[src/rtl/uart_pkg.sv]
// Shared UART definitions: parity modes, receiver FSM encoding,
// out register bit positions and the baud divider helper.
package uart_pkg;

    localparam int PARITY_NONE = 0;
    localparam int PARITY_EVEN = 1;
    localparam int PARITY_ODD  = 2;

    localparam int OUT_EMPTY = 15;
    localparam int OUT_FERR  = 14;
    localparam int OUT_PERR  = 13;
    localparam int OUT_OVR   = 12;

    typedef enum logic [2:0] {
        S_IDLE,
        S_START,
        S_DATA,
        S_PARITY,
        S_STOP,
        S_BREAK
    } rx_state_t;

    function automatic int div_of(input int clk_hz, input int baud);
        return clk_hz / baud;
    endfunction

endpackage

[src/rtl/sync_fifo.sv]
// First-word-fall-through FIFO with synchronous reset.
// dout always shows the head entry; it is stale when empty.
module sync_fifo
    import uart_pkg::*;
#(
    parameter int WIDTH = 10,
    parameter int DEPTH = 16
) (
    input  logic                     clk,
    input  logic                     reset,
    input  logic                     push,
    input  logic                     pop,
    input  logic [WIDTH-1:0]         din,
    output logic [WIDTH-1:0]         dout,
    output logic                     full,
    output logic                     empty,
    output logic [$clog2(DEPTH):0]   count
);

    localparam int AW = $clog2(DEPTH);

    logic [WIDTH-1:0] mem [DEPTH];
    logic [AW-1:0]    wptr;
    logic [AW-1:0]    rptr;
    logic             do_push;
    logic             do_pop;

    assign empty   = (count == '0);
    assign full    = (count == (AW+1)'(DEPTH));
    assign do_pop  = pop && !empty;
    // A pop frees the slot a simultaneous push needs when full
    assign do_push = push && (!full || do_pop);
    assign dout    = mem[rptr];

    always_ff @(posedge clk) begin
        if (reset) begin
            wptr  <= '0;
            rptr  <= '0;
            count <= '0;
        end else begin
            if (do_push) wptr <= wptr + 1'b1;
            if (do_pop)  rptr <= rptr + 1'b1;
            unique case ({do_push, do_pop})
                2'b10:   count <= count + 1'b1;
                2'b01:   count <= count - 1'b1;
                default: ;
            endcase
        end
    end

    always_ff @(posedge clk) begin
        if (do_push) mem[wptr] <= din;
    end

endmodule

[src/rtl/uart_rx_fifo.sv]
// UART receiver: 2-FF synchroniser, deframing FSM, per-byte
// error flags and a FWFT receive FIFO read through out.
module uart_rx_fifo
    import uart_pkg::*;
#(
    parameter int CLK_HZ    = 25000000,
    parameter int BAUD      = 115200,
    parameter int DATA_BITS = 8,
    parameter int PARITY    = 0,
    parameter int DEPTH     = 16
) (
    input  logic                   clk,
    input  logic                   reset,
    input  logic                   rx,
    input  logic                   rd,
    output logic [15:0]            out,
    output logic [$clog2(DEPTH):0] count
);

    localparam int DIV = div_of(CLK_HZ, BAUD);
    localparam int CW  = $clog2(DIV);
    localparam int BW  = $clog2(DATA_BITS);

    localparam logic [CW-1:0] FULL = CW'(DIV - 1);
    localparam logic [CW-1:0] HALF = CW'(DIV / 2 - 1);
    localparam logic [BW-1:0] LAST = BW'(DATA_BITS - 1);

    rx_state_t            state, state_n;
    logic [CW-1:0]        cnt, cnt_n;
    logic [BW-1:0]        bitn, bitn_n;
    logic [DATA_BITS-1:0] sh, sh_n;
    logic                 perr, perr_n;
    logic                 rx_m, rxs;
    logic                 tick, push;

    logic [9:0] wdata, head;
    logic       full, empty, pop_acc, ovr_set, ovr;

    assign tick = (cnt == '0);

    always_ff @(posedge clk) begin
        if (reset) begin
            rx_m  <= 1'b1;
            rxs   <= 1'b1;
            state <= S_IDLE;
            cnt   <= '0;
            bitn  <= '0;
            sh    <= '0;
            perr  <= 1'b0;
        end else begin
            rx_m  <= rx;
            rxs   <= rx_m;
            state <= state_n;
            cnt   <= cnt_n;
            bitn  <= bitn_n;
            sh    <= sh_n;
            perr  <= perr_n;
        end
    end

    always_comb begin
        state_n = state;
        cnt_n   = cnt;
        bitn_n  = bitn;
        sh_n    = sh;
        perr_n  = perr;
        push    = 1'b0;
        unique case (state)
            S_IDLE: begin
                if (!rxs) begin
                    state_n = S_START;
                    cnt_n   = HALF;
                end
            end
            S_START: begin
                if (!tick) begin
                    cnt_n = cnt - 1'b1;
                end else if (rxs) begin
                    state_n = S_IDLE;
                end else begin
                    state_n = S_DATA;
                    cnt_n   = FULL;
                    bitn_n  = '0;
                    perr_n  = 1'b0;
                end
            end
            S_DATA: begin
                if (!tick) begin
                    cnt_n = cnt - 1'b1;
                end else begin
                    sh_n   = {rxs, sh[DATA_BITS-1:1]};
                    bitn_n = bitn + 1'b1;
                    cnt_n  = FULL;
                    if (bitn == LAST)
                        state_n = (PARITY != PARITY_NONE) ? S_PARITY : S_STOP;
                end
            end
            S_PARITY: begin
                if (!tick) begin
                    cnt_n = cnt - 1'b1;
                end else begin
                    perr_n  = rxs ^ (^sh) ^ (PARITY == PARITY_ODD);
                    cnt_n   = FULL;
                    state_n = S_STOP;
                end
            end
            S_STOP: begin
                if (!tick) begin
                    cnt_n = cnt - 1'b1;
                end else begin
                    push    = 1'b1;
                    state_n = rxs ? S_IDLE : S_BREAK;
                end
            end
            S_BREAK: begin
                if (rxs) state_n = S_IDLE;
            end
            default: state_n = S_IDLE;
        endcase
    end

    assign wdata   = {~rxs, perr, 8'(sh)};
    assign pop_acc = rd && !empty;
    assign ovr_set = push && full && !pop_acc;

    sync_fifo #(
        .WIDTH (10),
        .DEPTH (DEPTH)
    ) u_fifo (
        .clk   (clk),
        .reset (reset),
        .push  (push),
        .pop   (rd),
        .din   (wdata),
        .dout  (head),
        .full  (full),
        .empty (empty),
        .count (count)
    );

    always_ff @(posedge clk) begin
        if (reset)        ovr <= 1'b0;
        else if (ovr_set) ovr <= 1'b1;
        else if (pop_acc) ovr <= 1'b0;
    end

    always_comb begin
        out          = '0;
        out[OUT_OVR] = ovr;
        if (empty) begin
            out[OUT_EMPTY] = 1'b1;
        end else begin
            out[OUT_FERR] = head[9];
            out[OUT_PERR] = head[8];
            out[7:0]      = head[7:0];
        end
    end

endmodule

[config.mk]
export PLATFORM = sky130hd
export DESIGN_NAME = uart_rx_fifo
export DESIGN_NICKNAME = d
export VERILOG_FILES = /design/src/rtl/uart_pkg.sv /design/src/rtl/sync_fifo.sv /design/src/rtl/uart_rx_fifo.sv
export SDC_FILE = /design/constraint.sdc
export NUM_CORES = 1
export LEC_CHECK = 0
export CELL_PAD_IN_SITES_DETAIL_PLACEMENT = 2
export CELL_PAD_IN_SITES_GLOBAL_PLACEMENT = 2
export CORE_MARGIN = 2
export CORE_UTILIZATION = 43
export DETAILED_ROUTE_END_ITERATION = 12
export HOLD_SLACK_MARGIN = 0.08
export PLACE_DENSITY_LB_ADDON = 0.3
export SLEW_MARGIN = 10
export SYNTH_ARGS = -nofsm -noshare
export SYNTH_HDL_FRONTEND = slang
export SYNTH_SLANG_ARGS = --single-unit
[constraint.sdc]
create_clock -name clk -period 6.9 [get_ports clk]
set_input_delay 1.38 -clock clk [delete_from_list [all_inputs] [get_ports clk]]
set_output_delay 1.38 -clock clk [all_outputs]
set_load 0.02 [all_outputs]
# After elaboration in Yosys (flattened, before gate mapping)
# Memory sizes are Yosys's and may differ from the RTL's. A register that Yosys moved wholly into a read port is not among the register bits.
# Cells that the tools add are included.
dict set report totals {
  elab_cells 98
  regBits 39
  memories 1
  output_inout_bits 21
  ram_bits 160
}
dict set report op_classes {
  addsub 6
  n_bitwise 2
  n_eq_ne 19
  n_reduce_logical 23
  n_mux 36
}
# name words width read_ports rd_ports_with_merged_regs write_ports line_no
set mem_list {}
lappend mem_list {u_fifo.mem 16 10 1 1 1 sync_fifo.sv:22} ;# logic [WIDTH-1:0] mem [DEPTH];
# cell n
set ops {}
lappend ops {{two-way mux 8 bit} 6}
lappend ops {{two-way mux 3 bit} 11}
lappend ops {{case mux 8 bit (4 select lines)} 1}
lappend ops {{inequality test 2 bit, second input constant} 9}
lappend ops {{case mux 3 bit (6 select lines)} 1}
lappend ops {{AND reduction 4 bit} 3}
lappend ops {{two-way mux 1 bit} 10}
lappend ops {{case mux 5 bit (2 select lines)} 1}
lappend ops {{equality test 3 bit, second input constant} 3}
lappend ops {{adder 4 x 1 -> 4 bit, second input constant} 2}
lappend ops {{logical NOT 8 bit} 1}
lappend ops {{two-way mux 4 bit} 2}
lappend ops {{nonzero test 2 bit} 4}
lappend ops {{XOR reduction 8 bit} 1}
lappend ops {{subtractor 8 x 1 -> 8 bit, second input constant} 1}
lappend ops {{AND reduction 7 bit} 1}
lappend ops {{equality test 3 x 2 -> 1 bit, second input constant} 2}
lappend ops {{case mux 3 bit (2 select lines)} 1}
lappend ops {{adder 5 x 1 -> 5 bit, second input constant} 1}
lappend ops {{equality test 5 bit, second input constant} 1}
lappend ops {{logical NOT 5 bit} 1}
lappend ops {{subtractor 5 x 1 -> 5 bit, second input constant} 1}
lappend ops {{logical AND 1 bit} 4}
lappend ops {{two-way mux 2 bit} 2}
lappend ops {{other kinds (14)} 16}

# Depth between registers and ports, before layout
# Gate-level depths: netlist of run 1.
dict set report depth {
  ltp_word 7
  mapped_depth 16
}

# Cells and area by module
# From an unflattened synthesis of run 1, not the netlist that was laid out.
dict set report hier_totals {
  cells_unflattened 550
  hier_area_um2 8549.4
}
# module area_per_inst_um2 instances cells_each seq_area_each_um2
set modules_own_cells {}
lappend modules_own_cells {sync_fifo 7054.3 1 373 5144.9}
lappend modules_own_cells {uart_rx_fifo 1495.2 1 177 520.5}

# Worst setup path after synthesis of run 1
# Ideal clock, no wire load.
dict set report synth_timing {
  kind {input port to flip-flop}
  startpoint {input rd}
  endpoint {register u_fifo.count[4]}
  path_stages 10
  t_arrival_ps 3539
  path_slack_ps 3290
  path_cell_list {a21boi_1 ha_1 clkbuf_1 xor2_1 ha_1 a21o_1 a22oi_1 o221a_2 or3_1 a21oi_1}
}
dict set report synth_via {
  elab_chain_cells 5
  elab_cells_between_ends 7
}
# item line_no
set synth_rtl {}
lappend synth_rtl {{start, declared} uart_rx_fifo.sv:15} ;# input logic rd,
lappend synth_rtl {{logical AND 1 bit (*)} sync_fifo.sv:30} ;# assign do_pop = pop && !empty;
lappend synth_rtl {{logical OR 1 bit} sync_fifo.sv:32} ;# assign do_push = push && (!full || do_pop);
lappend synth_rtl {{logical AND 1 bit} sync_fifo.sv:32}
lappend synth_rtl {{equality test 2 x 1 -> 1 bit or equality test 2 bit (tied branches)} sync_fifo.sv:43} ;# unique case ({do_push, do_pop})
lappend synth_rtl {{case mux 5 bit (2 select lines) or nonzero test 2 bit (tied branches)} --}
lappend synth_rtl {{end signal, assigned} sync_fifo.sv:44} ;# 2'b10: count <= count + 1'b1;
lappend synth_rtl {{end signal, assigned} sync_fifo.sv:45} ;# 2'b01: count <= count - 1'b1;
lappend synth_rtl {{end, declared} sync_fifo.sv:17} ;# output logic [$clog2(DEPTH):0] count
# Every way passes the cells marked *; elsewhere a longest branch is shown, timed or not.
# A chain may end at the register's enable or synchronous reset.

==> impl_metrics.yaml, run 1 <==
cts:
  clkLatencyLatePin_ns: 0.50
  clock-sinks: 203
  ctsHoldBuffers: 0
  cts_max_path_buffers: 3
  cts_root_buffer: "clkbuf_16"
  path_clk_slew_ns: 0.06
  numCtsBuffers: 22
  post-cts-setup-buffers: 0
  ctsResizeCount: 0
  cts_tree: "done"
  h-tree-depth: 1
logic_synthesis:
  synth_xor_area_share_pct: 2.19
  synth_cells: 520
  synth_compound_area_share_pct: 3.87
  yosys.area_share.simple_pct: 7.96
  ys_async_sr_fraction_pct: 0
  synth-seq-area-share_pct: 67.6
  synth_top_family_by_area: "multiplexers"
  synth_fa_ha_area_share_pct: 1.79
  synth_top_area_share_pct: 57.3
  synth_seq_cells: 203
  synthMuxAreaShare_pct: 14.2
  ys.warnings.count: 0
  synth-edff-count: 160
  avgSynthCellArea_um2: 16.1
  netlist_top_cells_area: "edfxtp_1, mux4_2, dfxtp_1, ha_1, nor2_1"
  syn_area_mm2: 0.00838
  yosys_most_used_dff: "edfxtp_1"
  synth_largest_area_cell: "edfxtp_1"
  synth_cell_types: 52
worst_hold_path:
  hold_start: "rx_m"
  hold_path.class: "flip-flop to flip-flop"
floorplan:
  die_h_um: 144
  dieArea_mm2: 0.0206
  fp.dieW_um: 144
  initial_core_util_pct: 43.5
  io_pins: 25
  core-area_mm2: 0.0193
  num_rows: 51
global_routing:
  grt_overflow: 0
  grt_most_used_layer: "met2"
  gr-usage-met1_pct: 27.7
  grt_max_degree: 41
  first_global_vias: 4975
  antenna_found_initial: 0
  gr-usage-met3_pct: 2.67
  grt_pass1_wl_um: 30900
  use_met2_pct: 35.9
  grtUsageTotal_pct: 20.5
placed_design:
  io_buffers: 20
  globalplace.congestion: 0.756
  preCtsSetupSlack_ns: 2.29
  dpl-instance-area_mm2: 0.00884
  hpwl_um: 13100
final_layout:
  design_area_mm2: 0.00956
  nNetsFinal: 559
  syn2layout_area_growth_pct: 14.0
  layout_common_cells: "edfxtp_1, mux4_2, dfxtp_1, nor2_1, nand2_1"
  nFillCells: 1776
  final_common_cell: "edfxtp_1"
  layout-drive-gt1-share_pct: 19.1
  multiInputGateArea_mm2: 0.00254
  regArea_mm2: 0.00567
  n_antenna_cell: 0
route:
  routed_via_density: 5.51
  drt_iter0_drc: 228
  antenna_left: 0
  firstDrtPassIters: 4
  drc_errors: 0
  finalWirelength_um: 20200
  vias: 4539
  wl_per_cell_um: 24.5
critical_path:
  crit_fanout: 24
  cp_slowest_cell: "dfxtp_2"
  cp-start-kind: "flip-flop"
  r2r-start: "cnt[0]"
  crit_path_end_kind: "output pin"
  arrival_ns: 3.71
  worstPathRequired_ns: 5.52
  crit_type: "flip-flop to output pin"
  cp_top_family: "multiplexers"
  crit_chain: "buf_4 -> mux4_2 -> mux4_2 -> nor2b_1 -> clkdlybuf4s50_1"
  cp.buffers_inverters: 2
  cp_common_cell: "mux4_2"
  slowest_delay_ns: 0.95
sta:
  rsz0062_at_grt: "false"
  relSlewSlack_pct: 18.6
  final_max_slew_viol_count: 0
  setup_ws_ns: 1.81
  finalHoldViolCount: 0
  fmax_mhz: 196
  finClkSkew_ns: 0.0103
  setup_viol: 0
  layout_min_cycle_time_ns: 5.09
  tightest_slew_ns: 1.22
  post-route-period-util_pct: 73.8
  whs_ns: 0.410
  fin_tns_setup_ns: 0
pwr:
  p_per_area_mw_per_mm2: 269
  power.leakage_uw: 0.00306
  power_uw: 2570
  peakVddDrop_mv: 0.126
flow_run:
  drv_cap: 0
status:
  outcome: "finished clean"
## metal layers
layer  part of all wire (%)  vias to the layer above  wire length [um]
met4                    1.6                        0               329
met5                      0                        -                 0
met2                     51                      111             10200
li1                       -                     2041                 -
met1                     43                     2361              8660
met3                    4.7                       26               941
## area by class of cell
cell class                 instances  share of cell area (%)
sequential                       203                    59.3
timing repair buffer              30                    2.88
inverter                           8                   0.314
clock buffer                      31                    6.54
multi-input combinational        278                    26.5
tap                              265                    3.47
clock inverter                     9                   0.955
## power by group
part	switching (uW)	internal (uW)	total, uW	leakage, uW
logic	54.0	28.7	82.7	0.000880
clock network	464	705	1170	0.000350
registers	11.1	1310	1320	0.00183
total	529	2040	2570	0.00306
## worst register-to-register path: stages (launching register included)
cell     delay, ns
dfxtp_1       0.34
inv_1         0.13
ha_1          0.19
or3b_2        0.52
nor3_4        0.27
o21a_1        0.35
inv_1         0.11
ha_1          0.32
xor2_1        0.18
ha_1          0.23
a21o_1        0.13
a22oi_1       0.08
o221a_2       0.29
or3_1         0.32
a21oi_1       0.18
## per-stage QoR
stage | utilization, % | instances
final | 49.6 | 824
after global routing | 49.6 | 824
after CTS | 49.6 | 824
after detailed placement | 45.9 | 784
after global placement | 45.9 | 784
after floorplan | - | 523
## cell families after synthesis
logic type / Yosys count
compound gates: 53
xor+xnor: 21
fa+ha+maj: 12
buf+inv: 42
flops: 203
mux: 56
other cells: 1
simple gates: 132
## synthesized netlist by cell type (2+ instances only)
cell type    n
buf_2        5
o21ai_0     11
clkbuf_1    19
a21oi_1     21
o31ai_1      2
nor2_1      39
nor3_1      11
o211ai_1     4
nand3b_1     3
mux2i_1      4
buf_1        2
nand2_1     32
xnor2_1     11
inv_1        8
a22oi_1      5
nand3_1      6
nor4_1       6
or3_1        2
edfxtp_1   160
xor2_1      10
ha_1        12
dfxtp_1     43
nand2b_1     5
nor2b_1     13
mux4_2      50
nor3b_1      2
or3b_2       2
or2_2        3
buf_4        6
## state kept, by name, summed over array words and instances (netlist names), named ones only
signal and flops:
u_fifo.rptr 4, state 3, u_fifo.mem 160, rx_m 1
u_fifo.wptr 4, ovr 1, bitn 3, perr 1
rxs 1, cnt 8, u_fifo.count 5, sh 8
## worst paths after layout
check,end,slack (ns),cells past startpoint
min,rxs,0.41,1
max reg2reg,u_fifo.count[4],3.20,14
max,out[3],1.81,5
min reg2reg,rxs,0.41,1
Power figures use the tool's default switching activity.
==> run 2: changes to the inputs <==
--- a/config.mk
+++ b/config.mk
@@ -8,7 +8,7 @@
 export CELL_PAD_IN_SITES_DETAIL_PLACEMENT = 2
 export CELL_PAD_IN_SITES_GLOBAL_PLACEMENT = 2
 export CORE_MARGIN = 2
-export CORE_UTILIZATION = 43
+export CORE_UTILIZATION = 41
 export DETAILED_ROUTE_END_ITERATION = 12
 export HOLD_SLACK_MARGIN = 0.08
 export PLACE_DENSITY_LB_ADDON = 0.3
==> constraint.sdc (replaced) <==
create_clock -name clk -period 4.3 [get_ports clk]
set_input_delay 0.86 -clock clk [delete_from_list [all_inputs] [get_ports clk]]
set_output_delay 0.86 -clock clk [all_outputs]
set_load 0.02 [all_outputs]
==> impl_metrics.yaml, run 2 (same netlist as run 1, synthesis figures left out) <==
status:
  outcome: "finished clean"
critical_path:
  cp-start-kind: "flip-flop"
  crit_fanout: 19
  crit_chain: "buf_12 -> mux4_2 -> mux4_2 -> nor2b_1 -> clkdlybuf4s50_1"
  worstPathRequired_ns: 3.44
  cp_top_family: "multiplexers"
  r2r-start: "cnt[0]"
  slowest_delay_ns: 0.57
  arrival_ns: 3.09
  crit_path_end: "out[3]"
  r2r_end: "u_fifo.count[4]"
  crit_type: "flip-flop to output pin"
  cp_slowest_cell: "clkdlybuf4s50_1"
  reg2reg_slack_ns: 0.67
  cp.buffers_inverters: 2
  rr_worst_depth: 14
  path_depth: 5
  crit_path_end_kind: "output pin"
  cp_common_cell: "mux4_2"
final_layout:
  fin_util_pct: 47.9
  nFillCells: 1885
  largest_reg_flops: 160
  design_area_mm2: 0.00967
  final_common_cell: "edfxtp_1"
  layout-drive-gt1-share_pct: 20.6
  regMostFlops: "u_fifo.mem"
  syn2layout_area_growth_pct: 15.4
  nNetsFinal: 572
  n_antenna_cell: 0
  layout_common_cells: "edfxtp_1, mux4_2, dfxtp_1, nor2_1, nand2_1"
  largestRegisters: "u_fifo.mem: 160 flops, cnt: 8 flops, sh: 8 flops"
floorplan:
  fp.dieW_um: 147
  core-area_mm2: 0.0202
  initial_core_util_pct: 41.6
  die_h_um: 147
  io_pins: 25
  dieArea_mm2: 0.0216
  num_rows: 52
sta:
  post-route-period-util_pct: 91.9
  final_max_slew_viol_count: 0
  setup_ws_ns: 0.350
  rsz0062_at_grt: "false"
  finalHoldViolCount: 0
  fmax_mhz: 253
  layout_min_cycle_time_ns: 3.95
  finClkSkew_ns: 0.0185
  setup_viol: 0
  relSlewSlack_pct: 22.4
  tightest_slew_ns: 1.16
  fin_tns_setup_ns: 0
route:
  drt_iter0_drc: 261
  antenna_left: 0
  drc_errors: 0
  firstDrtPassIters: 4
  vias: 4626
  routed_via_density: 5.49
  wl_per_cell_um: 25.0
  finalWirelength_um: 21000
pwr:
  power.leakage_uw: 0.00312
  peakVddDrop_mv: 0.291
  p_per_area_mw_per_mm2: 421
global_routing:
  grt_pass1_wl_um: 32600
  grtUsageTotal_pct: 20.2
  first_global_vias: 5176
  grt_max_degree: 31
  grt_overflow: 0
  antenna_found_initial: 1
placed_design:
  globalplace.congestion: 0.797
  io_buffers: 20
  hpwl_um: 14000
  dpl-instance-area_mm2: 0.00897
  preCtsSetupSlack_ns: 0.678
cts:
  h-tree-depth: 1
  numCtsBuffers: 23
  cts_max_path_buffers: 3
  path_clk_slew_ns: 0.06
  post-cts-setup-buffers: 0
  cts_tree: "done"
  ctsHoldBuffers: 0
  clkLatencyLatePin_ns: 0.52
  ctsResizeCount: 0
  clock-sinks: 203
  cts_root_buffer: "clkbuf_16"
worst_hold_path:
  hold_path.class: "flip-flop to flip-flop"
flow_run:
  drv_cap: 0
run 2: final cells by class:
class	count	area, um^2	area share, %
Multi-Input combinational cell	278	2530	26.2
Sequential cell	203	5670	58.6
Timing Repair Buffer	42	403	4.17
Clock inverter	8	61.3	0.634
Clock buffer	34	637	6.59
Inverter	8	30.0	0.311
Tap cell	270	338	3.49
run 2: report_power, final:
part           internal, uW  switching, uW
clock network          1040            785
logic                  45.9           83.2
registers              2100           18.9
total                  3180            887
run 2: metal layers:
metal / up-vias / track usage, % / part of all wire [%]
met2: 85 / 35.3 / 51
met1: 2444 / 26.6 / 43
met3: 33 / 3.01 / 3.8
met5: - / 0 / 0.062
met4: 2 / 5.10 / 1.9
li1: 2062 / - / -
run 2: worst min path at each step:
stage | from | end | slack [ns] | depth (start not counted)
finish | rx_m | rxs | 0.41 | 1
global route | rx_m | rxs | 0.44 | 1
CTS | rx_m | rxs | 0.42 | 1
detailed placement | rx_m | rxs | 0.40 | 1
global placement | rx_m | rxs | 0.40 | 1
floorplan | rx_m | rxs | 0.39 | 1
run 2: metrics by stage:
step | total power, uW | hold WS (ns) | std cells
finish | 4070 | 0.413 | 843
global route | 4200 | 0.444 | 843
CTS | 4130 | 0.415 | 843
detailed placement | 2290 | 0.400 | 801
global placement | 2290 | 0.397 | 801
floorplan | 2260 | 0.389 | 523
==> run 3: changes to the inputs <==
--- a/config.mk
+++ b/config.mk
@@ -7,7 +7,7 @@
 export LEC_CHECK = 0
 export CELL_PAD_IN_SITES_DETAIL_PLACEMENT = 2
 export CELL_PAD_IN_SITES_GLOBAL_PLACEMENT = 2
-export CORE_MARGIN = 2
+export CORE_MARGIN = 4
 export CORE_UTILIZATION = 41
 export DETAILED_ROUTE_END_ITERATION = 12
 export HOLD_SLACK_MARGIN = 0.08
==> constraint.sdc (replaced) <==
create_clock -name clk -period 4.3 [get_ports clk]
set_input_delay 0.86 -clock clk [delete_from_list [all_inputs] [get_ports clk]]
set_output_delay 0.86 -clock clk [all_outputs]
set_load 0.01 [all_outputs]
==> impl_metrics.yaml, run 3 (same netlist as run 1, synthesis figures left out) <==
placed_design:
  hpwl_um: 13900
  dpl-instance-area_mm2: 0.00894
  io_buffers: 20
  globalplace.congestion: 0.795
status:
  outcome: "finished clean"
pwr:
  power_frac_clock_pct: 47.8
  power.leakage_uw: 0.00314
  power_uw: 4300
  p_per_area_mw_per_mm2: 442
  intPower_uw: 3380
  switchingPower_uw: 923
  seqPwrFrac_pct: 49.3
  power_frac_comb_pct: 3.0
  peakVddDrop_mv: 0.216
  p_sw_share_pct: 21.5
global_routing:
  antenna_found_initial: 0
  grt_overflow: 0
  grtUsageTotal_pct: 19.9
  grt_pass1_wl_um: 33400
  grt_max_degree: 41
  first_global_vias: 5215
route:
  routed_via_density: 5.53
  wl_per_cell_um: 26.0
  vias: 4651
  firstDrtPassIters: 4
  drt_iter0_drc: 408
  finalWirelength_um: 21900
  drc_errors: 0
  antenna_left: 0
floorplan:
  dieArea_mm2: 0.0228
  die_h_um: 151
  io_pins: 25
  initial_core_util_pct: 41.6
  core-area_mm2: 0.0202
  num_rows: 52
  fp.dieW_um: 151
sta:
  whs_ns: 0.422
  final_max_slew_viol_count: 0
  fmax_mhz: 245
  tightest_slew_ns: 0.937
  layout_min_cycle_time_ns: 4.09
  rsz0062_at_grt: "false"
  fin_tns_setup_ns: 0
  finalHoldViolCount: 0
  finClkSkew_ns: 0.0262
  post-route-period-util_pct: 95.1
  relSlewSlack_pct: 37.5
  setup_viol: 0
worst_hold_path:
  hold_start: "rx_m"
  hold_path.class: "flip-flop to flip-flop"
cts:
  ctsHoldBuffers: 0
  clock-sinks: 203
  cts_max_path_buffers: 3
  numCtsBuffers: 23
  post-cts-setup-buffers: 0
  path_clk_slew_ns: 0.06
  ctsResizeCount: 0
  cts_root_buffer: "clkbuf_16"
  cts_tree: "done"
  clkLatencyLatePin_ns: 0.52
  h-tree-depth: 1
final_layout:
  nFillCells: 1871
  largestRegisters: "u_fifo.mem: 160 flops, cnt: 8 flops, sh: 8 flops"
  regArea_mm2: 0.00567
  design_area_mm2: 0.00972
  fin_util_pct: 48.2
  layout-drive-gt1-share_pct: 21.7
  largest_reg_flops: 160
  syn2layout_area_growth_pct: 16.0
  n_antenna_cell: 0
  regMostFlops: "u_fifo.mem"
  layout_common_cells: "edfxtp_1, mux4_2, dfxtp_1, nor2_1, nand2_1"
  multiInputGateArea_mm2: 0.00254
  nNetsFinal: 570
  final_common_cell: "edfxtp_1"
critical_path:
  crit_fanout: 11
  crit_type: "flip-flop to output pin"
  crit_path_end: "out[14]"
  worstPathRequired_ns: 3.44
  rr_worst_depth: 14
  reg2reg_slack_ns: 0.56
  crit_path_end_kind: "output pin"
  cp-start-kind: "flip-flop"
  r2r-start: "cnt[0]"
  arrival_ns: 3.23
  r2r_end: "u_fifo.count[4]"
flow_run:
  drv_cap: 0
==> run 3: power groups by stage <==
stage / clock, uW / combinational, uW / sequential [uW]
after floorplan: 0 / 103 / 2150
after global placement: 0 / 124 / 2160
after detailed placement: 0 / 127 / 2160
after CTS: 2110 / 128 / 2120
after global routing: 2190 / 146 / 2120
final: 2050 / 127 / 2120
==> run 3: area by class of cell <==
class	count	share of cell area (%)
Sequential cell	203	58.3
Multi-Input combinational cell	278	26.1
Clock buffer	25	6.00
Timing Repair Buffer	40	3.73
Tap cell	270	3.47
Clock inverter	17	2.10
Inverter	8	0.309
==> run 3: how the worst min path moves through the flow <==
stage | end | slack [ns] | cells after the start
6_report | rxs | 0.42 | 1
3_3_place_gp | rxs | 0.40 | 1
2_1_floorplan | rxs | 0.39 | 1
4_1_cts | rxs | 0.43 | 1
5_1_grt | rxs | 0.45 | 1
3_5_place_dp | rxs | 0.40 | 1
==> run 3: stage by stage <==
| step | std cells | setup WS, ns |
|---|---|---|
| finish | 841 | 0.210 |
| floorplan | 523 | 1.05 |
| global placement | 799 | 0.773 |
| global route | 841 | 0.0659 |
| detailed placement | 799 | 0.654 |
| CTS | 841 | 0.147 |
==> run 3: worst max-delay path, cell delays in order (launching register included) <==
cell and delay [ns]:
dfxtp_2 0.60, buf_4 0.33, mux4_2 0.57, mux4_2 0.51, nor2b_1 0.17, clkdlybuf4s50_1 0.54
==> run 3: layer usage <==
| layer | track usage (%) | part of all wire [%] | vias up |
|---|---|---|---|
| met5 | 0 | 0 | - |
| met4 | 3.40 | 1.2 | 0 |
| met3 | 2.81 | 4.3 | 26 |
| met2 | 34.6 | 51 | 108 |
| met1 | 27.3 | 43 | 2454 |
| li1 | - | - | 2063 |
